## src/rtl/emmc_xfer_seq.sv

```systemverilog
// eMMC post-init data-transfer sequencer: turns block read/write requests into
// CMD23/17/18/24/25/12 sequences, kicks the data host and reports a result code.
module emmc_xfer_seq #(
  parameter int unsigned ADDR_W      = 32,
  parameter int unsigned BLK_CNT_W   = 16,
  parameter bit          USE_CMD23   = 1'b1,
  parameter int unsigned MAX_RETRY   = 2,
  parameter int unsigned TIMEOUT_CYC = 65535,
  parameter logic [31:0] R1_ERR_MASK = 32'hFFF8_0000
) (
  input  logic                 clk_i,
  input  logic                 rst_ni,
  input  logic                 start_i,
  input  logic                 we_i,
  input  logic [ADDR_W-1:0]    blk_addr_i,
  input  logic [BLK_CNT_W-1:0] blk_cnt_i,
  output logic                 ready_o,
  output logic                 done_o,
  output logic [2:0]           err_code_o,
  output logic [31:0]          card_status_o,
  output logic                 cmd_start_o,
  output logic [5:0]           cmd_idx_o,
  output logic [31:0]          cmd_arg_o,
  input  logic                 cmd_done_i,
  input  logic                 cmd_err_i,
  input  logic [31:0]          cmd_resp_i,
  output logic                 dat_read_o,
  output logic                 dat_write_o,
  output logic [BLK_CNT_W-1:0] dat_blk_cnt_o,
  input  logic                 dat_done_i,
  input  logic                 dat_crc_ok_i,
  input  logic                 busy_i
);
  localparam int unsigned TMO_W = (TIMEOUT_CYC < 2) ? 1 : $clog2(TIMEOUT_CYC);
  localparam int unsigned RTY_W = (MAX_RETRY < 1) ? 1 : $clog2(MAX_RETRY + 1);
  localparam logic [TMO_W-1:0] TMO_LAST = TMO_W'(TIMEOUT_CYC - 1);
  localparam logic [RTY_W-1:0] RTY_MAX  = RTY_W'(MAX_RETRY);

  localparam logic [2:0] E_OK = 3'd0, E_CMD = 3'd1, E_R1 = 3'd2, E_CRC = 3'd3,
                         E_DTMO = 3'd4, E_BUSY = 3'd5;

  typedef enum logic [2:0] {
    IDLE, SET_CNT, ISSUE, WAIT_RESP, WAIT_DAT, STOP, WAIT_BUSY, FINISH
  } state_e;
  typedef enum logic [1:0] {PH_CNT, PH_DATA, PH_STOP} phase_e;

  state_e               state_q;
  phase_e               phase_q;
  logic                 we_q;
  logic [ADDR_W-1:0]    addr_q;
  logic [RTY_W-1:0]     retry_q;
  logic [TMO_W-1:0]     tmo_q;
  logic                 ready_q, done_q, cmd_start_q, dat_read_q, dat_write_q;
  logic [2:0]           err_q;
  logic [31:0]          status_q, cmd_arg_q;
  logic [5:0]           cmd_idx_q, data_idx_d;
  logic [BLK_CNT_W-1:0] cnt_q;
  logic                 multi_d, open_d, tmo_hit_d;

  function automatic logic [5:0] data_idx(input logic we, input logic multi);
    return we ? (multi ? 6'd25 : 6'd24) : (multi ? 6'd18 : 6'd17);
  endfunction

  // The first error of a request wins; later failures (e.g. CMD12) never overwrite it.
  function automatic logic [2:0] keep_first(input logic [2:0] cur, input logic [2:0] code);
    return (cur != E_OK) ? cur : code;
  endfunction

  function automatic state_e phase_state(input phase_e ph);
    case (ph)
      PH_CNT:  return SET_CNT;
      PH_DATA: return ISSUE;
      default: return STOP;
    endcase
  endfunction

  assign multi_d    = (cnt_q != BLK_CNT_W'(1));
  assign open_d     = !USE_CMD23 && multi_d;
  assign data_idx_d = data_idx(we_q, multi_d);
  assign tmo_hit_d  = (tmo_q == TMO_LAST);

  always_ff @(posedge clk_i) begin
    if (!rst_ni) begin
      state_q     <= IDLE;
      phase_q     <= PH_CNT;
      we_q        <= 1'b0;
      addr_q      <= '0;
      cnt_q       <= '0;
      retry_q     <= '0;
      tmo_q       <= '0;
      ready_q     <= 1'b1;
      done_q      <= 1'b0;
      err_q       <= E_OK;
      status_q    <= '0;
      cmd_start_q <= 1'b0;
      cmd_idx_q   <= '0;
      cmd_arg_q   <= '0;
      dat_read_q  <= 1'b0;
      dat_write_q <= 1'b0;
    end else begin
      done_q      <= 1'b0;
      cmd_start_q <= 1'b0;
      dat_read_q  <= 1'b0;
      dat_write_q <= 1'b0;
      tmo_q       <= tmo_q + TMO_W'(1);
      case (state_q)
        IDLE: begin
          tmo_q <= '0;
          if (start_i && blk_cnt_i != '0) begin
            ready_q     <= 1'b0;
            err_q       <= E_OK;
            retry_q     <= '0;
            we_q        <= we_i;
            addr_q      <= blk_addr_i;
            cnt_q       <= blk_cnt_i;
            cmd_start_q <= 1'b1;
            if (USE_CMD23 && blk_cnt_i != BLK_CNT_W'(1)) begin
              phase_q   <= PH_CNT;
              state_q   <= SET_CNT;
              cmd_idx_q <= 6'd23;
              cmd_arg_q <= 32'(blk_cnt_i);
            end else begin
              // Read kick rides with the command so the host catches early data.
              phase_q    <= PH_DATA;
              state_q    <= ISSUE;
              cmd_idx_q  <= data_idx(we_i, blk_cnt_i != BLK_CNT_W'(1));
              cmd_arg_q  <= 32'(blk_addr_i);
              dat_read_q <= !we_i;
            end
          end
        end
        SET_CNT, ISSUE, STOP: begin
          tmo_q   <= '0;
          state_q <= WAIT_RESP;
        end
        WAIT_RESP: begin
          if (cmd_err_i || (!cmd_done_i && tmo_hit_d)) begin
            tmo_q <= '0;
            if (retry_q != RTY_MAX) begin
              retry_q     <= retry_q + RTY_W'(1);
              cmd_start_q <= 1'b1;
              dat_read_q  <= (phase_q == PH_DATA) && !we_q;
              state_q     <= phase_state(phase_q);
            end else begin
              err_q   <= keep_first(err_q, E_CMD);
              done_q  <= 1'b1;
              state_q <= FINISH;
            end
          end else if (cmd_done_i) begin
            tmo_q    <= '0;
            status_q <= cmd_resp_i;
            if ((cmd_resp_i & R1_ERR_MASK) != '0) begin
              err_q   <= keep_first(err_q, E_R1);
              done_q  <= 1'b1;
              state_q <= FINISH;
            end else begin
              case (phase_q)
                PH_CNT: begin
                  phase_q     <= PH_DATA;
                  state_q     <= ISSUE;
                  cmd_start_q <= 1'b1;
                  cmd_idx_q   <= data_idx_d;
                  cmd_arg_q   <= 32'(addr_q);
                  dat_read_q  <= !we_q;
                end
                PH_DATA: begin
                  dat_write_q <= we_q;
                  state_q     <= WAIT_DAT;
                end
                default: state_q <= WAIT_BUSY;
              endcase
            end
          end
        end
        WAIT_DAT: begin
          if (dat_done_i || tmo_hit_d) begin
            tmo_q <= '0;
            if (!dat_done_i)        err_q <= keep_first(err_q, E_DTMO);
            else if (!dat_crc_ok_i) err_q <= keep_first(err_q, E_CRC);
            if (open_d) begin
              phase_q     <= PH_STOP;
              state_q     <= STOP;
              cmd_start_q <= 1'b1;
              cmd_idx_q   <= 6'd12;
              cmd_arg_q   <= '0;
            end else if (!dat_done_i || !dat_crc_ok_i || !we_q) begin
              done_q  <= 1'b1;
              state_q <= FINISH;
            end else begin
              state_q <= WAIT_BUSY;
            end
          end
        end
        WAIT_BUSY: begin
          // tmo_q != 0 enforces a minimum of two cycles before busy_i is trusted.
          if (!busy_i && tmo_q != '0) begin
            done_q  <= 1'b1;
            state_q <= FINISH;
          end else if (tmo_hit_d) begin
            err_q   <= keep_first(err_q, E_BUSY);
            done_q  <= 1'b1;
            state_q <= FINISH;
          end
        end
        FINISH: begin
          tmo_q   <= '0;
          ready_q <= 1'b1;
          state_q <= IDLE;
        end
        default: state_q <= IDLE;
      endcase
    end
  end

  assign ready_o       = ready_q;
  assign done_o        = done_q;
  assign err_code_o    = err_q;
  assign card_status_o = status_q;
  assign cmd_start_o   = cmd_start_q;
  assign cmd_idx_o     = cmd_idx_q;
  assign cmd_arg_o     = cmd_arg_q;
  assign dat_read_o    = dat_read_q;
  assign dat_write_o   = dat_write_q;
  assign dat_blk_cnt_o = cnt_q;

endmodule

```

## config.mk

```make
export PLATFORM = sky130hd
export DESIGN_NAME = emmc_xfer_seq
export DESIGN_NICKNAME = d
export VERILOG_FILES = /design/src/rtl/emmc_xfer_seq.sv
export SDC_FILE = /design/constraint.sdc
export NUM_CORES = 1
export LEC_CHECK = 0
export ABC_AREA = 1
export CAP_MARGIN = 0
export CORE_ASPECT_RATIO = 0.8
export CORE_MARGIN = 2
export CORE_UTILIZATION = 48
export DETAILED_ROUTE_END_ITERATION = 8
export GPL_TIMING_DRIVEN = 0
export PLACE_DENSITY = 0.78
export SLEW_MARGIN = 15
export SYNTH_ARGS = -nofsm -noshare
export SYNTH_HDL_FRONTEND = slang
export SYNTH_SLANG_ARGS = --single-unit
export TNS_END_PERCENT = 50
```

## constraint.sdc

```tcl
create_clock -name clk_i -period 1.9 [get_ports clk_i]
set_input_delay 0.19 -clock clk_i [delete_from_list [all_inputs] [get_ports clk_i]]
set_output_delay 0.19 -clock clk_i [all_outputs]
set_load 0.05 [all_outputs]
```

== After elaboration in Yosys (flattened, before gate mapping) ==
Cells that the tools add are included.
Word-level totals
  flip-flop bits (word level): 150
  bits in latches: 0
  memory bits (writable): 0
  bits in read-only memories: 0
  input bits: 89
  output and inout bits: 94
  memories: 0
Operators by class
  $add $sub $neg: 2
  multipliers: 0
  divide/modulo/power cells: 0
  $lt $le $gt $ge: 0
  equal/unequal tests: 31
  shift-type cells: 0
  multiplexer cells: 88
  bitwise gates (word level): 5
  reductions and logical operators: 33
Operators by type and width (count)
  32-bit 2-to-1 mux: 6
  3-bit 2-to-1 mux: 23
  32-bit case mux with 2 select lines: 1
  16-bit 2-to-1 mux: 3
  16-bit case mux with 3 select lines: 1
  16-bit by 1-bit inequality test with 1-bit output (second input constant): 2
  16-bit nonzero test: 2
  32-bit nonzero test: 1
  6-bit 2-to-1 mux: 5
  2-bit inequality test (second input constant): 13
  1-bit 2-to-1 mux: 25
  3-bit inequality test (second input constant): 7
  2-bit 2-to-1 mux: 10
  3-bit case mux with 6 select lines: 1
  16-bit by 1-bit adder with 16-bit output (second input constant): 1
  16-bit == test (second input constant): 1
  13-bit AND reduction: 1
  3-bit == test (second input constant): 4
  4-bit 2-to-1 mux: 3
  3-bit case mux with 2 select lines: 2
  3-bit case mux with 4 select lines: 1
  6-bit case mux with 2 select lines: 1
  2-bit case mux with 2 select lines: 2
  4-bit AND reduction: 2
  other kinds (21): 41

== Depth between registers and ports, before layout ==
  word-level depth: 8
  mapped depth: 14
  depth with buffers taken out: 14

== Worst setup path before layout ==
No wires, ideal clock.
  kind: register to register
  start point: reg state_q[0]
  end point: reg cmd_arg_q[17] (netlist: cmd_arg_o[17])
  arrival time: 1610 ps
  data required time: 1768 ps
  slack: 157 ps
  cell stages (with the launch flop): 10
  period minus slack after synthesis: 1743 ps
  path through: dfxtp_1 -> nand2_1 -> nor2_4 -> a21oi_1 -> nor3_4 -> nand2_1 -> buf_4 -> buf_4 -> nand2_1 -> a21oi_1
Between the ends
  longest elaborated chain between the ends: 3
Ends and longest elaborated chain
  start: declaration: RTL line 47  | state_e state_q;
  start signal: assignment: RTL line 143  | state_q <= phase_state(phase_q);
  3-bit by 2-bit == test with 1-bit output / 3-bit zero test (equally long branches): RTL line 106  | case (state_q)
  2-bit inequality test (no line) / 2-bit nonzero test (equally long branches)
  6-bit AND reduction (no line)
  end signal: assignment: RTL line 121  | cmd_arg_q <= 32'(blk_cnt_i);
  end signal: assignment: RTL line 127  | cmd_arg_q <= 32'(blk_addr_i);
  end signal: assignment: RTL line 163  | cmd_arg_q <= 32'(addr_q);
  end: declaration: RTL line 55  | logic [31:0] status_q, cmd_arg_q;
Several ways; a longest one is shown, not always the timed one.
A chain may end at the register's enable or synchronous reset.

== Final worst setup path ==
  start point: in blk_cnt_i[11]
  end point: reg cmd_arg_q[19] (netlist: cmd_arg_o[19])
Between the ends
  longest elaborated chain between the ends: 4
Ends and longest elaborated chain
  start: declaration: RTL line 16  | input logic [BLK_CNT_W-1:0] blk_cnt_i,
  16-bit by 1-bit inequality test with 1-bit output / 16-bit nonzero test (equally long branches): RTL line 117, 109
  32-bit 2-to-1 mux / 1-bit logical AND (equally long branches): RTL line 117, 109
  32-bit 2-to-1 mux / 2-bit inequality test (equally long branches)
  32-bit case mux with 2 select lines / 6-bit AND reduction (equally long branches)
Several ways; a longest one is shown, not always the timed one. The select of a mux whose other input is x is not followed.

==> results.md <==
* Outcome: complete, no violations
* Async S/R FF share, synth at 0%
* Worst setup SP type: input port
* Drt wl/cell at 15.8 um
* Synth cell types at 32
* Data arrival, critical path at roughly 2.2 ns
* Syn_area_per_cell at between 6 and 7 um^2
* Worst hold start: blk_cnt_i[3]
* Crit Reg-Reg Endpoint: tmo_q[12]
* Die height at roughly 110 um
* Max Root-Sink Buffers at 2
* Most used flip-flop cell after synthesis: dfxtp_1
* Sequential element share of the synthesized area at around 45%
* VDD IR max at between 900 and 1000 uV
* Final hold violation count at 0
* DRT Wirelength at 21300 um
* Num rows at 38
* Post-synthesis net count at ~1000
* CTS Hold Bufs at 0
* Layout cells sized above 1 at between 10% and 20%
* Vias in the first global route at between 6000 and 7000
* Setup TNS at 0 ns
* First-pass GRT wire length at ~33000 um
* Final instance area at about 9600 um^2
* Clk_lat worst skew at between 0.4 and 0.5 ns
* Final HPWL DP at about 15000 um
* Total GRT Usage at roughly 29%
* Boundary Pins at between 150 and 200
* Max-slew violations at 0
* Initial Util at ~49%
* Leak pwr at about 3.9 nW
* Setup violators final at 0
* Reg-to-reg startpoint: tmo_q[0]
* Area share of the largest cell type after synthesis at a little under half
* DR iter-0 viols at a little over 600
* Unrepaired setup endpoints after global routing: true
* Placed Area at 8560 um^2
* Synth Instances at around 940
* Worst R2R Path Depth at 11
* Tmin final at around 1.8 ns
* Antenna violations before repair at 0
* Crit end category: flop
* CTS root buffer: clkbuf_16
* Setup Skew at a little under 0.01 ns
* TritonRoute pass-1 iters at 7
* GRT overflow at 0
* CP Max Fanout at 10
* Post-synth EDFFs at 0
* HP Class: in2reg
* Via count at ~7200
* Area delta synth->final at 46.8%
* GPL Wtd Cong at 0.935
* Yosys Warn Count at 0
* Mapped cell area at between 6000 and 7000 um^2
* Slew @ Worst Pin at around 0.66 ns
* PwrDens at 1470 nW/um^2
* ANT cells at 0
* Number of nets in the layout at ~1300
* Final period utilization at a little over nine tenths
* Critical Path Start: blk_cnt_i[11]
* Antenna-violating nets left at 0
* Slew margin rel. at a little under three fifths
* Pin count of the biggest net entering global routing at 17
* Fmax achieved at 542 MHz
* Max Cap Violations at 0
* Critical path class: in2reg
* Die X at between 100 and 150 um
* Die area at 14600 um^2
* CTS tree: yes
* Dominant cell type by area after synthesis: dfxtp_1
* H-tree levels at 4
* Worst path required time at 2.26 ns
* Clk slew on worst S/H paths at 0.07 ns
* Synth top area cells: dfxtp_1 (45%), nor2_1 (9.5%), nand2_1 (8.9%)
* Clock Sink Count at between 100 and 150
* Synthesized flop and latch total at 148
* Port Buffer Count at between 150 and 200
* Detail-routed via count per cell at around 5.3
* Worst reg-to-reg setup slack at ~0.070 ns
* Core footprint at ~13000 um^2
* Crit path capture: cmd_arg_o[19]
* Num CTS Buffers at 17
* DRC errors left at 0
[routing by layer]
layer / up-vias / global-route usage [%] / wire, um
met1: 3311 / 39.5 / 9430
li1: 3490 / - / -
met5: - / 0 / 0
met3: 34 / 7.36 / 1970
met4: 0 / 9.92 / 391
met2: 339 / 44.9 / 9530
[repair_timing]
item | 4_1_cts | 5_1_grt
cloned | 0 | 2
setup buffers | 6 | 8
gates resized for setup | 25 | 71
pin swaps | 2 | 10
setup endpoints to repair | 121 | 143
[worst max-delay path, cell delays in order]
cell and delay, ns:
clkdlybuf4s50_1 0.41, inv_2 0.13, nand3_1 0.14, nor2_4 0.17, nand3_1 0.21, inv_1 0.16, clkbuf_2 0.25, nand3_1 0.13
o21ai_0 0.13, nand3_1 0.11, a21oi_1 0.15
[state kept, by name, summed over array words and instances (netlist names)]
register / cells
state_q: 3
we_q: 1
ready_o: 1
cmd_idx_o: 5
phase_q: 1
dat_write_o: 1
retry_q: 2
dat_blk_cnt_o: 16
dat_read_o: 1
done_o: 1
cmd_start_o: 1
cmd_arg_o: 32
tmo_q: 16
card_status_o: 32
err_code_o: 3
addr_q: 32
[where the power goes]
part / internal (W) / switching (W) / total, W / leakage [nW]
clock network: 0.00235 / 0.00141 / 0.00376 / 0.313
logic: 0.00224 / 0.00394 / 0.00618 / 2.40
registers: 0.00373 / 0.000393 / 0.00413 / 1.21
[area by class of cell]
cell class                 count  area, um^2
fill                        1108        3820
timing repair buffer         196        1940
multi-input combinational    646        3120
buffer                        54         323
sequential                   148        2980
clock buffer                  18         429
inverter                      93         352
clock inverter                14         225
tap                          180         225
[per-stage QoR]
step           instances  setup WS [ns]  hold slack, ns  power (W)  utilization, %
2_1_floorplan        941          0.157           0.325    0.00772               -
3_3_place_gp        1301         -0.628           0.434    0.00942            63.8
3_5_place_dp        1301         -0.666           0.440    0.00949            63.8
4_1_cts             1339        -0.0231           0.279     0.0134            69.5
5_1_grt             1349        -0.0647           0.183     0.0147            71.5
6_report            1349         0.0535           0.196     0.0141            71.5
[cells in the mapped netlist (8+ instances only)]
cell type  instances
a21oi_1           99
a31oi_1           10
buf_2              8
clkbuf_1          36
dfxtp_1          148
inv_1             91
nand2_1          154
nand3_1           75
nor2_1           165
nor3_1             8
o21ai_0           97
[cells in the final DEF (no fill, tap or decap), drive strengths merged]
cell,instances
a31oi,10
a211oi,4
nor3b,1
buf,32
nor2,167
clkbuf,56
o221ai,1
nand3,75
xnor2,4
dfxtp,148
nor3,10
nand4,3
nand2,154
xor2,5
clkinv,5
nand3b,1
inv,95
nor4,5
clkinvlp,2
o21ai,97
a22oi,2
a21oi,99
o211ai,2
ha,5
conb,1
dlymetal6s2s,2
bufinv,5
clkdlybuf4s50,178
[cells by family (layout without fill, tap and decap cells)]
kind of cell               count (synthesis)  after routing  share of synthesized area (%)
DFF                                      148            148                           45.4
and+or+nand+nor                          416            416                           26.4
other                                      1              1                         0.0574
AOI/OAI and AO/OA                        215            215                           17.0
buffers and inverters                    147            375                           9.01
adders and majority gates                  5              5                          0.958
xor gates and xnor gates                   9              9                           1.21
[worst min path at each step]
stage                            end  cells after the start
floorplan           card_status_o[0]                      2
detailed placement        addr_q[24]                      2
finish              dat_blk_cnt_o[3]                      3
global placement          addr_q[16]                      2
CTS                 dat_blk_cnt_o[8]                      3
global route        dat_blk_cnt_o[3]                      3
Power figures use the tool's default switching activity.
